==> src/rtl/fetch.sv <==
// Instruction-fetch stage: owns the PC, drives a synchronous-read instruction
// memory and registers {pc, inst, valid} into the fetch/decode pipeline register.
// Redirects come from Execute (taken branch) and Decode (jump). A halt opcode
// stops sequential fetch after it has been handed to Decode once.
module fetch #(
    parameter int              ADDR_W   = 16,
    parameter int              INST_W   = 16,
    parameter logic [ADDR_W-1:0] RESET_PC = '0,
    parameter logic [3:0]      HALT_OP  = 4'b1111
) (
    input  logic              clk,
    input  logic              rst,
    output logic [ADDR_W-1:0] imem_addr,
    input  logic [INST_W-1:0] imem_data,
    input  logic              stall,
    input  logic              do_branch,
    input  logic [ADDR_W-1:0] branch_target,
    input  logic              do_jump,
    input  logic [ADDR_W-1:0] jump_address,
    output logic [ADDR_W-1:0] out_pc,
    output logic [INST_W-1:0] out_inst,
    output logic              out_valid,
    output logic              halted
);

    typedef enum logic [1:0] {
        ST_BOOT   = 2'd0,
        ST_RUN    = 2'd1,
        ST_HALTED = 2'd2
    } state_t;

    state_t            state_q, state_d;
    logic [ADDR_W-1:0] pc_q, pc_d;
    logic [ADDR_W-1:0] out_pc_q, out_pc_d;
    logic [INST_W-1:0] out_inst_q, out_inst_d;
    logic              out_valid_q, out_valid_d;
    logic              halted_q, halted_d;
    logic [ADDR_W-1:0] pc_inc_s;

    // True when the fetched word carries the halt opcode in its top nibble.
    function automatic logic is_halt_op(input logic [INST_W-1:0] word);
        return (word[INST_W-1 -: 4] == HALT_OP);
    endfunction

    assign pc_inc_s = pc_q + {{(ADDR_W-1){1'b0}}, 1'b1};

    // Next fetch address: redirects first (branch is older than jump), then
    // boot address, then hold on stall/halt, else sequential (wraps naturally).
    always_comb begin
        imem_addr = pc_inc_s;
        if (do_branch) begin
            imem_addr = branch_target;
        end else if (do_jump) begin
            imem_addr = jump_address;
        end else if (state_q == ST_BOOT) begin
            imem_addr = RESET_PC;
        end else if (stall || (state_q == ST_HALTED)) begin
            imem_addr = pc_q;
        end else begin
            imem_addr = pc_inc_s;
        end
    end

    // pc_q always tracks the address whose data will appear on imem_data.
    assign pc_d = imem_addr;

    // Pipeline-register and state update; redirects squash the in-flight word
    // and also leave the halted state.
    always_comb begin
        state_d     = state_q;
        out_pc_d    = out_pc_q;
        out_inst_d  = out_inst_q;
        out_valid_d = out_valid_q;
        halted_d    = halted_q;
        if (do_branch || do_jump) begin
            out_pc_d    = '0;
            out_inst_d  = '0;
            out_valid_d = 1'b0;
            state_d     = ST_RUN;
            halted_d    = 1'b0;
        end else begin
            case (state_q)
                ST_BOOT: begin
                    out_pc_d    = '0;
                    out_inst_d  = '0;
                    out_valid_d = 1'b0;
                    state_d     = ST_RUN;
                end
                ST_RUN: begin
                    if (stall) begin
                        state_d = ST_RUN;
                    end else begin
                        out_pc_d    = pc_q;
                        out_inst_d  = imem_data;
                        out_valid_d = 1'b1;
                        if (is_halt_op(imem_data)) begin
                            state_d  = ST_HALTED;
                            halted_d = 1'b1;
                        end else begin
                            state_d = ST_RUN;
                        end
                    end
                end
                ST_HALTED: begin
                    if (stall) begin
                        state_d = ST_HALTED;
                    end else begin
                        out_pc_d    = '0;
                        out_inst_d  = '0;
                        out_valid_d = 1'b0;
                    end
                end
                default: begin
                    out_pc_d    = '0;
                    out_inst_d  = '0;
                    out_valid_d = 1'b0;
                    state_d     = ST_BOOT;
                end
            endcase
        end
    end

    // State, PC and output registers with asynchronous clear.
    always_ff @(posedge clk or posedge rst) begin
        if (rst) begin
            state_q     <= ST_BOOT;
            pc_q        <= RESET_PC;
            out_pc_q    <= '0;
            out_inst_q  <= '0;
            out_valid_q <= 1'b0;
            halted_q    <= 1'b0;
        end else begin
            state_q     <= state_d;
            pc_q        <= pc_d;
            out_pc_q    <= out_pc_d;
            out_inst_q  <= out_inst_d;
            out_valid_q <= out_valid_d;
            halted_q    <= halted_d;
        end
    end

    assign out_pc    = out_pc_q;
    assign out_inst  = out_inst_q;
    assign out_valid = out_valid_q;
    assign halted    = halted_q;

endmodule

==> config.mk <==
export PLATFORM = sky130hd
export DESIGN_NAME = fetch
export DESIGN_NICKNAME = d
export VERILOG_FILES = /design/src/rtl/fetch.sv
export SDC_FILE = /design/constraint.sdc
export NUM_CORES = 1
export LEC_CHECK = 0
export BUFFER_PORTS_ARGS = -buffer_cell sky130_fd_sc_hd__buf_2
export CAP_MARGIN = 20
export CORE_MARGIN = 1
export CORE_UTILIZATION = 25
export DETAILED_ROUTE_END_ITERATION = 12
export GPL_ROUTABILITY_DRIVEN = 0
export PLACE_DENSITY_LB_ADDON = 0.05
export SYNTH_ARGS = -nofsm -noshare
export SYNTH_HDL_FRONTEND = slang
export SYNTH_SLANG_ARGS = --single-unit
==> constraint.sdc <==
create_clock -name clk -period 1.3 [get_ports clk]
set_input_delay 0.065 -clock clk [delete_from_list [all_inputs] [get_ports clk]]
set_output_delay 0.065 -clock clk [all_outputs]
set_load 0.01 [all_outputs]
* After elaboration in Yosys (flattened, before gate mapping)
Cells that the tools add are included.
Widths: inputs -> output; s select.
** Word-level totals
- Register bits :: 52
- Bits in latches :: 0
- RAM bits :: 0
- Bits in read-only memories :: 0
- Bits of input ports :: 53
- Output and inout port bits :: 50
- Word-level logic and storage cells :: 45
- Memories :: 0
** Cells by class
- Add/sub/neg operators :: 1
- $mul :: 0
- Divide/modulo/power cells :: 0
- $lt $le $gt $ge :: 0
- Equal/unequal tests :: 7
- Shift operators :: 0
- Multiplexer cells :: 24
- Bitwise logic cells :: 0
- Reduce and logical (&&, ||, !) cells :: 7
** Operators with widths (number)
- $mux 16 :: 9
- $pmux 16 s2 :: 2
- $add 16x1->16 const B :: 1
- $mux 2 :: 4
- $mux 1 :: 7
- $ne 3x2->1 const B :: 2
- $pmux 2 s3 :: 1
- $eq 4x4->1 const B :: 1
- $reduce_bool 2->1 :: 2
- $ne 3x3->1 const B :: 1
- $reduce_and 3->1 :: 1
- $eq 2x1->1 const B :: 1
- $eq 2x2->1 const B :: 1
- $logic_not 2->1 :: 1
- $logic_or 1x1->1 :: 2
- $ne 2x1->1 const B :: 1
- $pmux 1 s2 :: 1
- $reduce_and 2->1 :: 1

* Longest topological paths before layout
- Depth after elaboration :: 6
- Depth in mapped cells :: 7
- Gate-level depth less buffers :: 6

* Least setup slack after synthesis
Ideal clock, no wire load.
- Path type :: register to register
- From :: register state_q[1]
- To :: register pc_q[7]
- Setup time :: 0.148 ns
- Arrival time :: 1.516 ns
- Required time :: 1.152 ns
- Slack :: -0.364 ns
- Stages on the path, launching flop included :: 6
- Buffers on the path :: 0
- Path through :: dfrtp_1 > nor2b_4 > nor4b_4 > nand3_1 > xor2_1 > o21ai_0
** On the way
- Word-level cells in the longest chain between the ends :: 6
- Elaborated cells on any way between the ends :: 7
- Classes of those cells :: eq/ne: 1; mux: 4; reduce/logical: 2
** Ends and longest elaborated chain
- start, declared :: line 32 : state_t state_q, state_d;
- start signal, assigned :: line 133 : state_q <= state_d;
- $eq 2x2->1 :: line 57 : end else if (stall || (state_q == ST_HALTED)) begin
- $logic_or 1x1->1 :: line 57
- $mux 16 :: line 57
- $mux 16 * :: line 55 : end else if (state_q == ST_BOOT) begin
- $mux 16 * :: line 53 : end else if (do_jump) begin
- $mux 16 * :: line 51 : if (do_branch) begin
- via imem_addr[7] :: line 13 : output logic [ADDR_W-1:0] imem_addr,
- end signal, assigned :: line 134 : pc_q <= pc_d;
- end, declared :: line 33 : logic [ADDR_W-1:0] pc_q, pc_d;
The timed path passes the listed nets; every way through them passes the cells marked *.
A chain may end at the register's enable or synchronous reset.

* Worst setup path in the final report
- From :: register pc_q[0]
- To :: output port imem_addr[8]
** On the way
- Word-level cells in the longest chain between the ends :: 5
** Ends and longest elaborated chain
- $add 16x1->16 :: line 45 : assign pc_inc_s = pc_q + {{(ADDR_W-1){1'b0}}, 1'b1};
- $mux 16 :: line 57
- $mux 16 :: line 55
- $mux 16 :: line 53
- $mux 16 :: line 51
- end, declared :: line 13
Every way passes these cells.

==> results.cfg <==
[worst_setup_path]
slowest_stage = dfrtp_1
crit_buf_inv = 2
endpoint_kind = output port
crit_family = flip-flops
max_stage_delay_ns = 0.41
crit-reg2reg-launch = state_q[1]
critical_path_arrival_ns = 1.88
critPathLaunchType = register
required_ns = 1.24
worstPathMaxFanout = 5
worstSetupPathType = reg -> out
crit_start = pc_q[0]
path_cells = ha_2, and4b_1, buf_6, nand4_1, xor2_1, o21ai_2, buf_2

[synthesis]
synth_top_area_share = 0.5588
syn_inst = 200
synthesis.nets = 254
async_flop_share = 1.000
ys_top_cells_by_area = dfrtp_1 (56%), a22o_1 (12%), a22oi_1 (4.5%), xor2_1 (4.5%), o21ai_0 (2.4%)
synth-simple-area-share = 0.1123
synth_top_cell_by_area = dfrtp_1
synth_edf_count = 0
synth_warnings = 0
synth_top_family_by_area = compound AO/OA/AOI/OAI gates
muxShareOfSynthArea = 0.004836
synth.avg_cell_area_um2 = 11.64
synth_seq_cells = 52
synth_compound_area_frac = 0.2278
synthXorXnorAreaFrac = 0.05642
yosysSeqAreaShare = 0.5588
netlist_area_um2 = 2328
synth_cell_type_count = 34
synthAdderAreaFrac = 0.005373
synth_ff_type = dfrtp_1

[timing]
finalHoldViolCount = 0
fin_skew_ns = 0.008708
max_freq_ghz = 0.5153
rsz0062_at_grt = true
finalCriticalPeriod_ns = 1.940
slew_violations = 0
tightest_slew_ns = 0.3011
relSlewSlack = 0.7993
fin_tns_setup_ns = -27.34
fin_crit_sh = 1.493
finalSetupViolCount = 67
fin_ws_ns = -0.6405

[clock_tree]
clockBufferDepth = 2
cts_made_buffers = 5
htree_levels = 2
worstSkewPairLatency_ns = 0.31
cts_tree = done
cts.sinks = 52
cts_root_buf = clkbuf_8
clk_pin_slew_ns = 0.10

[cells_and_area]
final_layout_size_suffix_gt1_frac = 0.5825
fillers = 861
fin_util = 0.4781
final_nets = 441
area_growth_pct = 81.68
multi_input_area_um2 = 1205
ff_latch_area_um2 = 1301
n_antenna_cell = 0

[drt]
post_drt_via_cell_ratio = 4.685
wirelength_um = 7800
avgRoutedWirePerCell_um = 15.73
vias = 2324
drt_iter0_drc = 74
drtAntennaViolNets = 0
drc = 7
drtPass1Iterations = 8

[die]
dieArea_um2 = 9704
row_count = 34
io_pins = 103
core_um2 = 8848
die_h_um = 98.51
start_util = 0.2632
die_w_um = 98.51

[run_status]
status = finished with violations
violations = design-rule violations, negative setup slack

[pwr]
power.total_mw = 3.800
power_leakage_nw = 2.135
powerDensity_nw_per_um2 = 898.3
vdd_drop_max_uv = 629.8

[global_route]
grt_max_degree = 53
grt.total_usage = 0.1624
overflow = 0
grt_pass1_wl_um = 12270
grt_antenna_before_repair = 0
grt_pass1_vias = 2430

[min_path]
hold_path.class = in -> reg
worstHoldStart = jump_address[11]

[run]
max_cap_violations = 0

[placed_design]
port-buffer-count = 102
place_hpwl_um = 4983
-- timing repair --
action | in CTS | in global routing
hold buffers | 26 | 0
pin swaps | 13 | 14
resized for setup | 23 | 16
buffers inserted | 14 | 6
setup endpoints to repair | 66 | 68
endpoints found under the hold margin | 77 | 0
gates cloned | 3 | 2
-- final cells by class --
class	instances	area share
clock inverter	2	0.009169
sequential	52	0.3076
tap	108	0.03194
clock buffer	6	0.01715
multi-input combinational	131	0.2848
inverter	2	0.002662
timing repair buffer	195	0.3466
-- metal layers --
| layer | global-route usage | vias to the layer above | share of wire |
|---|---|---|---|
| met5 | 0 | - | 0 |
| met4 | 0.03100 | 0 | 0.0050 |
| met3 | 0.03050 | 4 | 0.041 |
| met2 | 0.2996 | 67 | 0.52 |
| met1 | 0.1979 | 1126 | 0.44 |
| li1 | - | 1127 | - |
-- placed cells by master, fill, tap and decap left out, types with 3 or more instances in the layout --
master,instances
xor2_1,8
dfrtp_1,52
nand4_1,3
nor2_1,5
xnor2_2,3
a22o_1,32
buf_2,102
clkbuf_8,5
o21ai_2,14
buf_6,6
nand2_1,10
a22oi_2,3
nand3_2,3
xor2_2,4
buf_4,50
a22oi_1,11
dlygate4sd3_1,26
buf_12,4
nand2b_4,4
-- synth_stat cells, drive strengths merged, types with 4 or more instances --
| cell | instances |
|---|---|
| a22o | 32 |
| clkbuf | 5 |
| xor2 | 12 |
| nand3 | 5 |
| dfrtp | 52 |
| a22oi | 14 |
| buf | 10 |
| nand2b | 4 |
| nor2 | 5 |
| o21ai | 15 |
| nand2 | 13 |
-- through the flow --
| stage | cell area, um^2 | hold WS, ns | setup WS [ns] | cells |
|---|---|---|---|---|
| 2_1_floorplan | 2450 | 0.1201 | -0.1884 | 200 |
| 3_3_place_gp | 3401 | 0.1658 | -0.3320 | 439 |
| 3_5_place_dp | 3401 | 0.1676 | -0.3617 | 439 |
| 4_1_cts | 4073 | 0.002356 | -0.6405 | 490 |
| 5_1_grt | 4230 | 0.01228 | -0.7780 | 496 |
| 6_report | 4230 | 0.01307 | -0.6405 | 496 |
-- worst reg2reg max path, stage by stage (launching register included) --
cell	delay, ns
dfrtp_1	0.41
buf_4	0.15
buf_4	0.13
buf_4	0.13
nand2b_4	0.14
nor4_4	0.20
buf_4	0.19
bufbuf_16	0.26
a22o_1	0.12
-- logic make-up (layout without fill, tap and decap cells) --
kind of cell,count (synthesis),count (layout)
compound gates,71,71
xor+xnor,15,15
fa+ha+maj,1,1
buf+inv,17,205
flops,52,52
mux,1,1
simple gates,43,43
-- registers in the layout, indices dropped and copies added (netlist names) --
| signal | cells |
|---|---|
| out_pc | 16 |
| pc_q | 16 |
| out_valid | 1 |
| state_q | 2 |
| halted | 1 |
| out_inst | 16 |
-- worst paths after layout --
check / depth (start not counted) / slack, ns / endpoint
max: 7 / -0.64 / imem_addr[8]
min reg2reg: 1 / 0.49 / out_valid
min in group asynchronous: 4 / 0.37 / out_valid
max reg2reg: 8 / -0.51 / out_pc[13]
max in group asynchronous: 4 / 0.67 / state_q[0]
min: 3 / 0.01 / pc_q[11]
-- where the power goes --
part / switching (mW) / internal (mW)
clock: 0.566 / 0.583
sequential: 0.0518 / 1.70
combinational: 0.412 / 0.489
total: 1.03 / 2.77
Note: power is estimated with default switching activity, not from simulation.
